===== config.mk =====
export PLATFORM = sky130hd
export DESIGN_NAME = bus_strobe_drv
export DESIGN_NICKNAME = d
export VERILOG_FILES = /design/src/rtl/bus_strobe_drv_pkg.sv /design/src/rtl/bus_strobe_chan.sv /design/src/rtl/bus_strobe_drv.sv
export SDC_FILE = /design/constraint.sdc
export NUM_CORES = 1
export LEC_CHECK = 0
export ABC_AREA = 1
export CORE_MARGIN = 2
export CORE_UTILIZATION = 40
export CTS_CLUSTER_SIZE = 40
export DETAILED_ROUTE_END_ITERATION = 10
export PLACE_DENSITY_LB_ADDON = 0.15
export SLEW_MARGIN = 0
export SYNTH_ARGS = -nofsm -noshare
export SYNTH_HDL_FRONTEND = slang
export SYNTH_SLANG_ARGS = --single-unit
export TNS_END_PERCENT = 1

===== constraint.sdc =====
create_clock -name clk -period 1.3 [get_ports clk]
set_input_delay 0.195 -clock clk [delete_from_list [all_inputs] [get_ports clk]]
set_output_delay 0.195 -clock clk [all_outputs]
set_load 0.005 [all_outputs]

===== src/rtl/bus_strobe_drv_pkg.sv =====
// Shared definitions for the strobed bus driver: channel state encoding,
// a constant-safe clog2/max helper pair and the legacy G/H path defaults.
// Imported by the channel FSM and the top-level wrapper.
package bus_strobe_drv_pkg;

   // Channel states; INIT is only ever entered from reset
   typedef enum logic [2:0] {
      ST_INIT  = 3'd0,
      ST_IDLE  = 3'd1,
      ST_SETUP = 3'd2,
      ST_PULSE = 3'd3,
      ST_HOLD  = 3'd4
   } state_t;

   // Legacy G/H path defaults: GDELAY-derived pulse, CFG word on strobe 3'b100
   localparam int         DEF_PULSE   = 3;
   localparam logic [7:0] DEF_CFG     = 8'h09;
   localparam logic [2:0] DEF_CFG_STB = 3'b100;

   // Ceiling log2, never below 1 so a counter always has at least one bit
   function automatic int clog2(input int v);
      int r;
      r = 0;
      for (int i = 0; i < 31; i++) begin
         if ((1 << i) < v) r = i + 1;
      end
      return (r < 1) ? 1 : r;
   endfunction

   function automatic int max3(input int a, input int b, input int c);
      int m;
      m = (a > b) ? a : b;
      return (m > c) ? m : c;
   endfunction

endpackage


===== src/rtl/bus_strobe_chan.sv =====
// One bus channel: latches a word on accept, drives it, then fires one strobe.
// Latency: bus valid one cycle after accept; strobe after SETUP, PULSE long, HOLD.
// Backpressure: rdy only in IDLE; requests while busy are dropped, not queued.
module bus_strobe_chan
   import bus_strobe_drv_pkg::*;
#(
   parameter int             DW        = 8,
   parameter int             NSTB      = 3,
   parameter int             SW        = 2,
   parameter int             SETUP     = 1,
   parameter int             PULSE     = 3,
   parameter int             HOLD      = 1,
   parameter bit             INIT_EN   = 1'b0,
   parameter logic [DW-1:0]  INIT_DATA = '0,
   parameter logic [SW-1:0]  INIT_SEL  = '0
) (
   input  logic            clk,
   input  logic            rst_n,
   input  logic            req,
   input  logic [SW-1:0]   sel,
   input  logic [DW-1:0]   din,
   output logic            rdy,
   output logic [DW-1:0]   bus,
   output logic [NSTB-1:0] stb,
   output logic            sel_err
);

   localparam int CW = clog2(max3(SETUP, PULSE, HOLD) + 1);

   // Counter reload values: a state lasting N cycles counts N-1 .. 0
   localparam logic [CW-1:0] LD_SETUP = CW'((SETUP > 0) ? SETUP - 1 : 0);
   localparam logic [CW-1:0] LD_PULSE = CW'((PULSE > 0) ? PULSE - 1 : 0);
   localparam logic [CW-1:0] LD_HOLD  = CW'((HOLD  > 0) ? HOLD  - 1 : 0);

   localparam state_t RST_STATE = INIT_EN ? ST_INIT : ST_IDLE;
   localparam logic [DW-1:0] RST_BUS = INIT_EN ? INIT_DATA : '0;

   state_t            state, nxt_state;
   logic [CW-1:0]     cnt, nxt_cnt;
   logic [SW-1:0]     sel_q, nxt_sel;
   logic [NSTB-1:0]   stb_d;
   logic              accept;

   // Idle channels advertise readiness; held low while reset is asserted
   assign rdy = rst_n && (state == ST_IDLE);

   // Next state, counter reload and registered-strobe decode
   always_comb begin
      nxt_state = state;
      nxt_cnt   = (cnt != '0) ? cnt - 1'b1 : '0;
      accept    = 1'b0;
      stb_d     = '0;
      unique case (state)
         // The init word was loaded by reset, so INIT plays the role of SETUP
         ST_INIT: begin
            if (cnt == '0) begin
               nxt_state = ST_PULSE;
               nxt_cnt   = LD_PULSE;
            end
         end
         ST_IDLE: begin
            if (req) begin
               accept = 1'b1;
               if (SETUP > 0) begin
                  nxt_state = ST_SETUP;
                  nxt_cnt   = LD_SETUP;
               end else begin
                  nxt_state = ST_PULSE;
                  nxt_cnt   = LD_PULSE;
               end
            end
         end
         ST_SETUP: begin
            if (cnt == '0) begin
               nxt_state = ST_PULSE;
               nxt_cnt   = LD_PULSE;
            end
         end
         ST_PULSE: begin
            if (cnt == '0) begin
               if (HOLD > 0) begin
                  nxt_state = ST_HOLD;
                  nxt_cnt   = LD_HOLD;
               end else begin
                  nxt_state = ST_IDLE;
               end
            end
         end
         ST_HOLD: begin
            if (cnt == '0) nxt_state = ST_IDLE;
         end
         default: nxt_state = ST_IDLE;
      endcase
      nxt_sel = accept ? sel : sel_q;
      // Out-of-range selects match no line, so the strobe stays dark
      if (nxt_state == ST_PULSE) begin
         for (int j = 0; j < NSTB; j++) begin
            stb_d[j] = (nxt_sel == SW'(j));
         end
      end
   end

   // State, counter, latched word/select and registered outputs
   always_ff @(posedge clk or negedge rst_n) begin
      if (!rst_n) begin
         state   <= RST_STATE;
         cnt     <= LD_SETUP;
         sel_q   <= INIT_SEL;
         bus     <= RST_BUS;
         stb     <= '0;
         sel_err <= 1'b0;
      end else begin
         state   <= nxt_state;
         cnt     <= nxt_cnt;
         sel_q   <= nxt_sel;
         stb     <= stb_d;
         sel_err <= accept && (int'(sel) >= NSTB);
         if (accept) bus <= din;
      end
   end

endmodule


===== src/rtl/bus_strobe_drv.sv =====
// N independent strobed bus channels behind flat request/data/strobe vectors.
// Latency: per channel, bus one cycle after accept; strobe SETUP cycles later.
// Backpressure: per-channel rdy; a request is taken only when its rdy is high.
module bus_strobe_drv
   import bus_strobe_drv_pkg::*;
#(
   parameter int                  NCH       = 2,
   parameter int                  DW        = 8,
   parameter int                  NSTB      = 3,
   parameter int                  SW        = 2,
   parameter int                  SETUP     = 1,
   parameter int                  PULSE     = DEF_PULSE,
   parameter int                  HOLD      = 1,
   parameter logic [NCH-1:0]      INIT_EN   = 2'b10,
   parameter logic [NCH*DW-1:0]   INIT_DATA = 16'h0900,
   parameter logic [NCH*SW-1:0]   INIT_SEL  = 4'b1000
) (
   input  logic                 clk,
   input  logic                 rst_n,
   input  logic [NCH-1:0]       req,
   input  logic [NCH*SW-1:0]    sel,
   input  logic [NCH*DW-1:0]    din,
   output logic [NCH-1:0]       rdy,
   output logic [NCH*DW-1:0]    bus,
   output logic [NCH*NSTB-1:0]  stb,
   output logic [NCH-1:0]       sel_err
);

   for (genvar i = 0; i < NCH; i++) begin : g_ch
      bus_strobe_chan #(
         .DW        (DW),
         .NSTB      (NSTB),
         .SW        (SW),
         .SETUP     (SETUP),
         .PULSE     (PULSE),
         .HOLD      (HOLD),
         .INIT_EN   (INIT_EN[i]),
         .INIT_DATA (INIT_DATA[i*DW +: DW]),
         .INIT_SEL  (INIT_SEL[i*SW +: SW])
      ) u_chan (
         .clk     (clk),
         .rst_n   (rst_n),
         .req     (req[i]),
         .sel     (sel[i*SW +: SW]),
         .din     (din[i*DW +: DW]),
         .rdy     (rdy[i]),
         .bus     (bus[i*DW +: DW]),
         .stb     (stb[i*NSTB +: NSTB]),
         .sel_err (sel_err[i])
      );
   end

endmodule

== Word level (Yosys, flattened, before mapping) ==
Cells that the tools add are included.

* Bits in registers: 38
* Word-level logic and storage cells: 72

* Add/sub/neg operators: 2
* Order comparisons: 2
* Eq/ne operators: 14
* Multiplexer cells: 28
* Reductions and logical operators: 14

{| class="wikitable"
|+ Operators with widths
! cell !! count
|-
| $mux 3 || 10
|-
| $pmux 3 s4 || 2
|-
| $mux 2 || 10
|-
| $eq 3x2->1 const B || 6
|-
| $pmux 2 s3 || 2
|-
| $logic_not 2->1 || 4
|-
| $eq 3x1->1 const B || 2
|-
| $eq 3x3->1 const B || 2
|-
| $logic_not 3->1 || 2
|-
| $eq 2x1->1 const B || 2
|-
| $eq 2x2->1 const B || 2
|-
| $ge 2x2->1 const B || 2
|-
| $logic_and 1x1->1 || 4
|-
| $mux 1 || 4
|-
| $reduce_bool 2->1 || 2
|-
| $reduce_or 2->1 || 2
|-
| $sub 2x1->2 const B || 2
|}

== Longest topological paths before layout ==
Gate-level depths: netlist of run 1.

* Word-level depth: 5
* Mapped depth: 8

== Hierarchy ==
Synthesis of run 1 repeated with hierarchy kept, for this count alone.

* Cells, all modules: 200
* Area total of the unflattened synthesis: 1791.7 um^2

{| class="wikitable"
|+ Modules (own cells, without submodules)
! module !! instances !! cells each !! area each (um^2) !! sequential area each (um^2)
|-
| bus_strobe_chan (g_ch[1].u_chan) || 1 || 100 || 897.1 || 479.2
|-
| bus_strobe_chan (g_ch[0].u_chan) || 1 || 100 || 894.6 || 476.7
|}

== Worst setup path after synthesis of run 1 ==
No wires, ideal clock.

* Kind: register -> register
* Start point: register g_ch[0].u_chan.state[0]
* End point: register g_ch[0].u_chan.stb[0]
* Library setup time: 0.118 ns
* Arrival: 1.124 ns
* Required time: 1.182 ns
* Path slack: 0.058 ns
* Cell stages (with the launch flop): 8
* Cell sequence: dfstp_2 > buf_4 > nand4_2 > buf_4 > nand2_1 > nand2_1 > nand2_1 > nor2_1

* Word-level cells in the longest chain between the ends: 5

{| class="wikitable"
|+ RTL lines
! what !! line !! RTL
|-
| from (decl) || bus_strobe_chan.sv:38 || <nowiki>state_t state, nxt_state;</nowiki>
|-
| from (signal assigned) || bus_strobe_chan.sv:113 || <nowiki>state <= nxt_state;</nowiki>
|-
| $eq 3x2->1, or another cell as far along || bus_strobe_chan.sv:53 || <nowiki>unique case (state)</nowiki>
|-
| $reduce_or 2->1 (no source line) / $mux 1 (equally long branches) || n/a ||
|-
| $pmux 3 s4 / $mux 2 (equally long branches) || bus_strobe_chan.sv:53, bus_strobe_chan.sv:94 ||
|-
| $eq 3x2->1 / $logic_not 2->1 (equally long branches) || bus_strobe_chan.sv:96, bus_strobe_chan.sv:98 ||
|-
| $mux 3 (*) || bus_strobe_chan.sv:96 || <nowiki>if (nxt_state == ST_PULSE) begin</nowiki>
|-
| named net g_ch[0].u_chan.stb_d[0] || bus_strobe_chan.sv:41 || <nowiki>logic [NSTB-1:0] stb_d;</nowiki>
|-
| to (signal assigned) || bus_strobe_chan.sv:116 || <nowiki>stb <= stb_d;</nowiki>
|-
| to (decl) || bus_strobe_chan.sv:24 || <nowiki>output logic [NSTB-1:0] stb,</nowiki>
|}

The timed path passes the listed nets; every way through them passes the cells marked *.
A chain may end at the register's enable or synchronous reset.

== Final worst setup path of run 1 ==
* Start point: register g_ch[0].u_chan.state[0]
* End point: output rdy[0]

* Word-level cells in the longest chain between the ends: 2

{| class="wikitable"
|+ RTL lines
! what !! line !! RTL
|-
| $eq 3x1->1 || bus_strobe_chan.sv:45 || <nowiki>assign rdy = rst_n && (state == ST_IDLE);</nowiki>
|-
| $logic_and 1x1->1 || bus_strobe_chan.sv:45 ||
|-
| to (decl) || bus_strobe_drv.sv:23 || <nowiki>output logic [NCH-1:0] rdy,</nowiki>
|}

Every way passes these cells.

==> results of run 1 <==
==> stage by stage <==
| step | power [uW] | setup WS [ns] | setup TNS (ns) | cell area (um2) | cells |
|---|---|---|---|---|---|
| 2_1_floorplan | 3522 | 0.05847 | 0 | 1836 | 215 |
| 3_3_place_gp | 4975 | -0.1199 | -2.032 | 2547 | 338 |
| 4_1_cts | 5734 | -0.1099 | -0.2691 | 2638 | 347 |
| 6_report | 5887 | -0.03382 | -0.08883 | 2699 | 348 |
| 5_1_grt | 6442 | -0.1116 | -0.7623 | 2699 | 348 |
| 3_5_place_dp | 5027 | -0.1476 | -2.233 | 2547 | 338 |
==> per-layer routing <==
layer / share of wire, % / GRT usage, % / wire, um
met1: 45 / 19.93 / 1727
met3: 6.0 / 5.204 / 233
met4: 1.9 / 7.547 / 73
met5: 0 / 0 / 0
met2: 48 / 27.88 / 1842
==> registers in the layout (all words and copies together) (netlist names) <==
register,cells
g_ch.u_chan.state,6
g_ch.u_chan.sel_q,4
g_ch.u_chan.bus,16
g_ch.u_chan.stb,6
g_ch.u_chan.cnt,4
g_ch.u_chan.sel_err,2
==> placed cells by master, fill, tap and decap left out, drive strengths merged <==
cell type and count:
a21oi 5, buf 33, clkbuf 6, clkdlybuf4s50 22, clkinv 2, clkinvlp 1, dfrtp 34, dfstp 4
dlygate4sd2 24, dlygate4sd3 1, ha 10, inv 28, nand2 78, nand3 9, nand4 6, nor2 23
nor3 3, nor4 1, o21ai 4, o22ai 1, o31ai 1
==> final cells by class <==
class	count	area (um2)
Inverter	28	110.1
Tap cell	52	65.06
Timing Repair Buffer	81	703.2
Clock buffer	5	68.82
Multi-Input combinational cell	141	774.5
Clock inverter	3	21.27
Sequential cell	38	955.9
Fill cell	409	1685
==> synth_stat cells <==
cell	count
sky130_fd_sc_hd__buf_6	1
sky130_fd_sc_hd__dfstp_2	4
sky130_fd_sc_hd__o22ai_1	1
sky130_fd_sc_hd__nand3_2	1
sky130_fd_sc_hd__nand3_1	8
sky130_fd_sc_hd__o31ai_1	1
sky130_fd_sc_hd__buf_4	7
sky130_fd_sc_hd__nand4_2	3
sky130_fd_sc_hd__nand2_2	4
sky130_fd_sc_hd__o21ai_0	4
sky130_fd_sc_hd__inv_2	6
sky130_fd_sc_hd__nand4_1	3
sky130_fd_sc_hd__nand2_1	74
sky130_fd_sc_hd__nor4_1	1
sky130_fd_sc_hd__nor3_1	3
sky130_fd_sc_hd__nor2_4	1
sky130_fd_sc_hd__nor2_2	1
sky130_fd_sc_hd__a21oi_1	5
sky130_fd_sc_hd__dfrtp_1	34
sky130_fd_sc_hd__inv_1	22
sky130_fd_sc_hd__ha_1	10
sky130_fd_sc_hd__nor2_1	21
==> worst max-delay path: stages, from the launching register on <==
cell	delay [ns]
sky130_fd_sc_hd__dfstp_2	0.54
sky130_fd_sc_hd__nand2_1	0.08
sky130_fd_sc_hd__nor3_2	0.10
sky130_fd_sc_hd__buf_2	0.13
==> worst paths after layout <==
check | from | end | slack, ns | cells after the start
max | g_ch[0].u_chan.state[0] | rdy[0] | -0.03 | 3
min | din[8] | g_ch[1].u_chan.bus[0] | 0.41 | 3
max reg2reg | g_ch[0].u_chan.state[0] | g_ch[0].u_chan.stb[2] | -0.02 | 8
min reg2reg | g_ch[1].u_chan.bus[3] | g_ch[1].u_chan.bus[3] | 0.47 | 2
max in group asynchronous | rst_n | g_ch[0].u_chan.state[0] | 0.44 | 3
min in group asynchronous | rst_n | g_ch[1].u_chan.bus[2] | 0.51 | 3
==> power by group through the flow <==
stage | combinational (uW) | sequential, uW | clock, uW
global route | 3510 | 2020 | 911
CTS | 2940 | 1950 | 848
global placement | 3020 | 1960 | 0
detailed placement | 3050 | 1970 | 0
finish | 3110 | 1950 | 820
floorplan | 1490 | 2030 | 0
==> timing repair <==
action                                  in CTS  in global routing
pin swaps                                    1                  5
resized for setup                           36                 20
endpoints found under the hold margin       34                  0
buffers inserted                             0                  1
endpoints found under the setup margin      38                 21
hold buffers                                 1                  0
==> cell families (layout without fill, tap and decap cells) <==
group,Yosys count,count (layout),share of synthesized area [%]
buffers and inverters,36,117,9.202
and+or+nand+nor,120,120,28.70
AOI/OAI and AO/OA,11,11,3.204
DFF,38,38,52.08
adders and majority gates,10,10,6.817
==> flow_summary.json, run 1 <==
{
  "run_status": "finished with violations",
  "violations": "negative setup slack",
  "period_needed_ns": 1.334,
  "synth_nets": 249,
  "synth_sequential_area_ratio_pct": 52.08,
  "n_antenna_cell": 0,
  "crit_path_max_fanout": 2,
  "critical_path.endpoint_type": "output port",
  "clk_transition_reported_paths_ns": 0.08,
  "count_of_routing_violations_after_the_opening_detailed_route_iteration": 72,
  "worst_slack_ns": -0.03382,
  "fin_nets": 329,
  "netlist_instances": 215,
  "synth.largest_area_cell": "sky130_fd_sc_hd__dfrtp_1",
  "timing_worst_slew_pin_value_ns": 0.4726,
  "start_util_pct": 41.87,
  "clock_latency_late_sink_ns": 0.29,
  "vdd_ir_drop_max_v": 0.0008615,
  "worst-endpoint-required_ns": 1.11,
  "postSynthAreaPerCell_um2": 8.537,
  "holdCritPathClass": "in -> reg",
  "remaining_drc_errors": 0,
  "cts_root_buf": "sky130_fd_sc_hd__clkbuf_8",
  "grt_max_degree": 39,
  "floorplan.io_pins": 50,
  "floorplan.die_area_mm2": 0.005147,
  "timing.setup.critical_path_class": "reg -> out",
  "io_buffers": 49,
  "area.growth.synth_to_final_pct": 47.03,
  "number_of_maximum_capacitance_constraint_violations": 0,
  "rel_slew_slack_pct": 68.50,
  "drt-vias-per-instance": 4.615,
  "timing.final.crit_share_pct": 102.6,
  "ys_seq_elements": 38,
  "num_vias": 1606,
  "fin_hold_ws_ns": 0.4089,
  "max_clock_freq_mhz": 749.7,
  "final-setup-viol-count": 5,
  "power.combinational.fraction_pct": 52.9,
  "total_leakage_power_uw": 0.001453,
  "routed_wirelength_um": 3877,
  "overflow": 0,
  "report.final.slew_viol_count": 0,
  "dieHeight_um": 71.74,
  "core-area_mm2": 0.004384,
  "layout.core_utilization_pct": 61.56,
  "yosysUniqueCellTypes": 22,
  "yosysWarningCount": 0,
  "unrepaired_setup_endpoints_after_global_routing": "true",
  "timing.clock.skew_ns": 0.001823,
  "row_count": 24,
  "tritoncts_clock_tree": "done",
  "clock_tree.htree_level_count": 2,
  "wire_length_of_the_first_global_routing_pass_um": 6651,
  "critical_path_arrival_ns": 1.14,
  "gr-usage-all-layers_pct": 16.77,
  "share_of_yosys_cell_area_claimed_by_the_top_area_cell_type_pct": 46.35,
  "report.final.hold_viol_count": 0,
  "power_density_mw_per_mm2": 2181,
  "clock-sinks": 38,
  "post_drt_wl_per_cell_um": 11.14,
  "antenna_found_initial": 0,
  "total_switching_power_uw": 2300,
  "antenna_left": 0,
  "synth_area_leaders": "sky130_fd_sc_hd__dfrtp_1 46%, sky130_fd_sc_hd__nand2_1 15%, sky130_fd_sc_hd__ha_1 6.8%",
  "clkPwrFrac_pct": 13.9,
  "dpl.hpwl_um": 2788,
  "sw_frac_of_total_pct": 39.07,
  "die_w_um": 71.74,
  "seq_power_share_pct": 33.2,
  "gp_congestion": 0.8074,
  "setup.worst_path.start_class": "register",
  "post_route_cells_drive_above_1_share_pct": 25.68,
  "internal_power_uw": 3587,
  "first_pass_iters": 4,
  "cts_made_buffers": 5,
  "clock_path_buffers": 2,
  "post_synth_design_cell_area_mm2": 0.001836,
  "first_global_vias": 1569
}
(Power assumes the default switching activity.)
==> run 2, diff against run 1 <==
Settings changed: CTS_CLUSTER_SIZE 40 to 14.
==> results of run 2 <==
Final layout, timing and power as in run 1 (identical DEF).
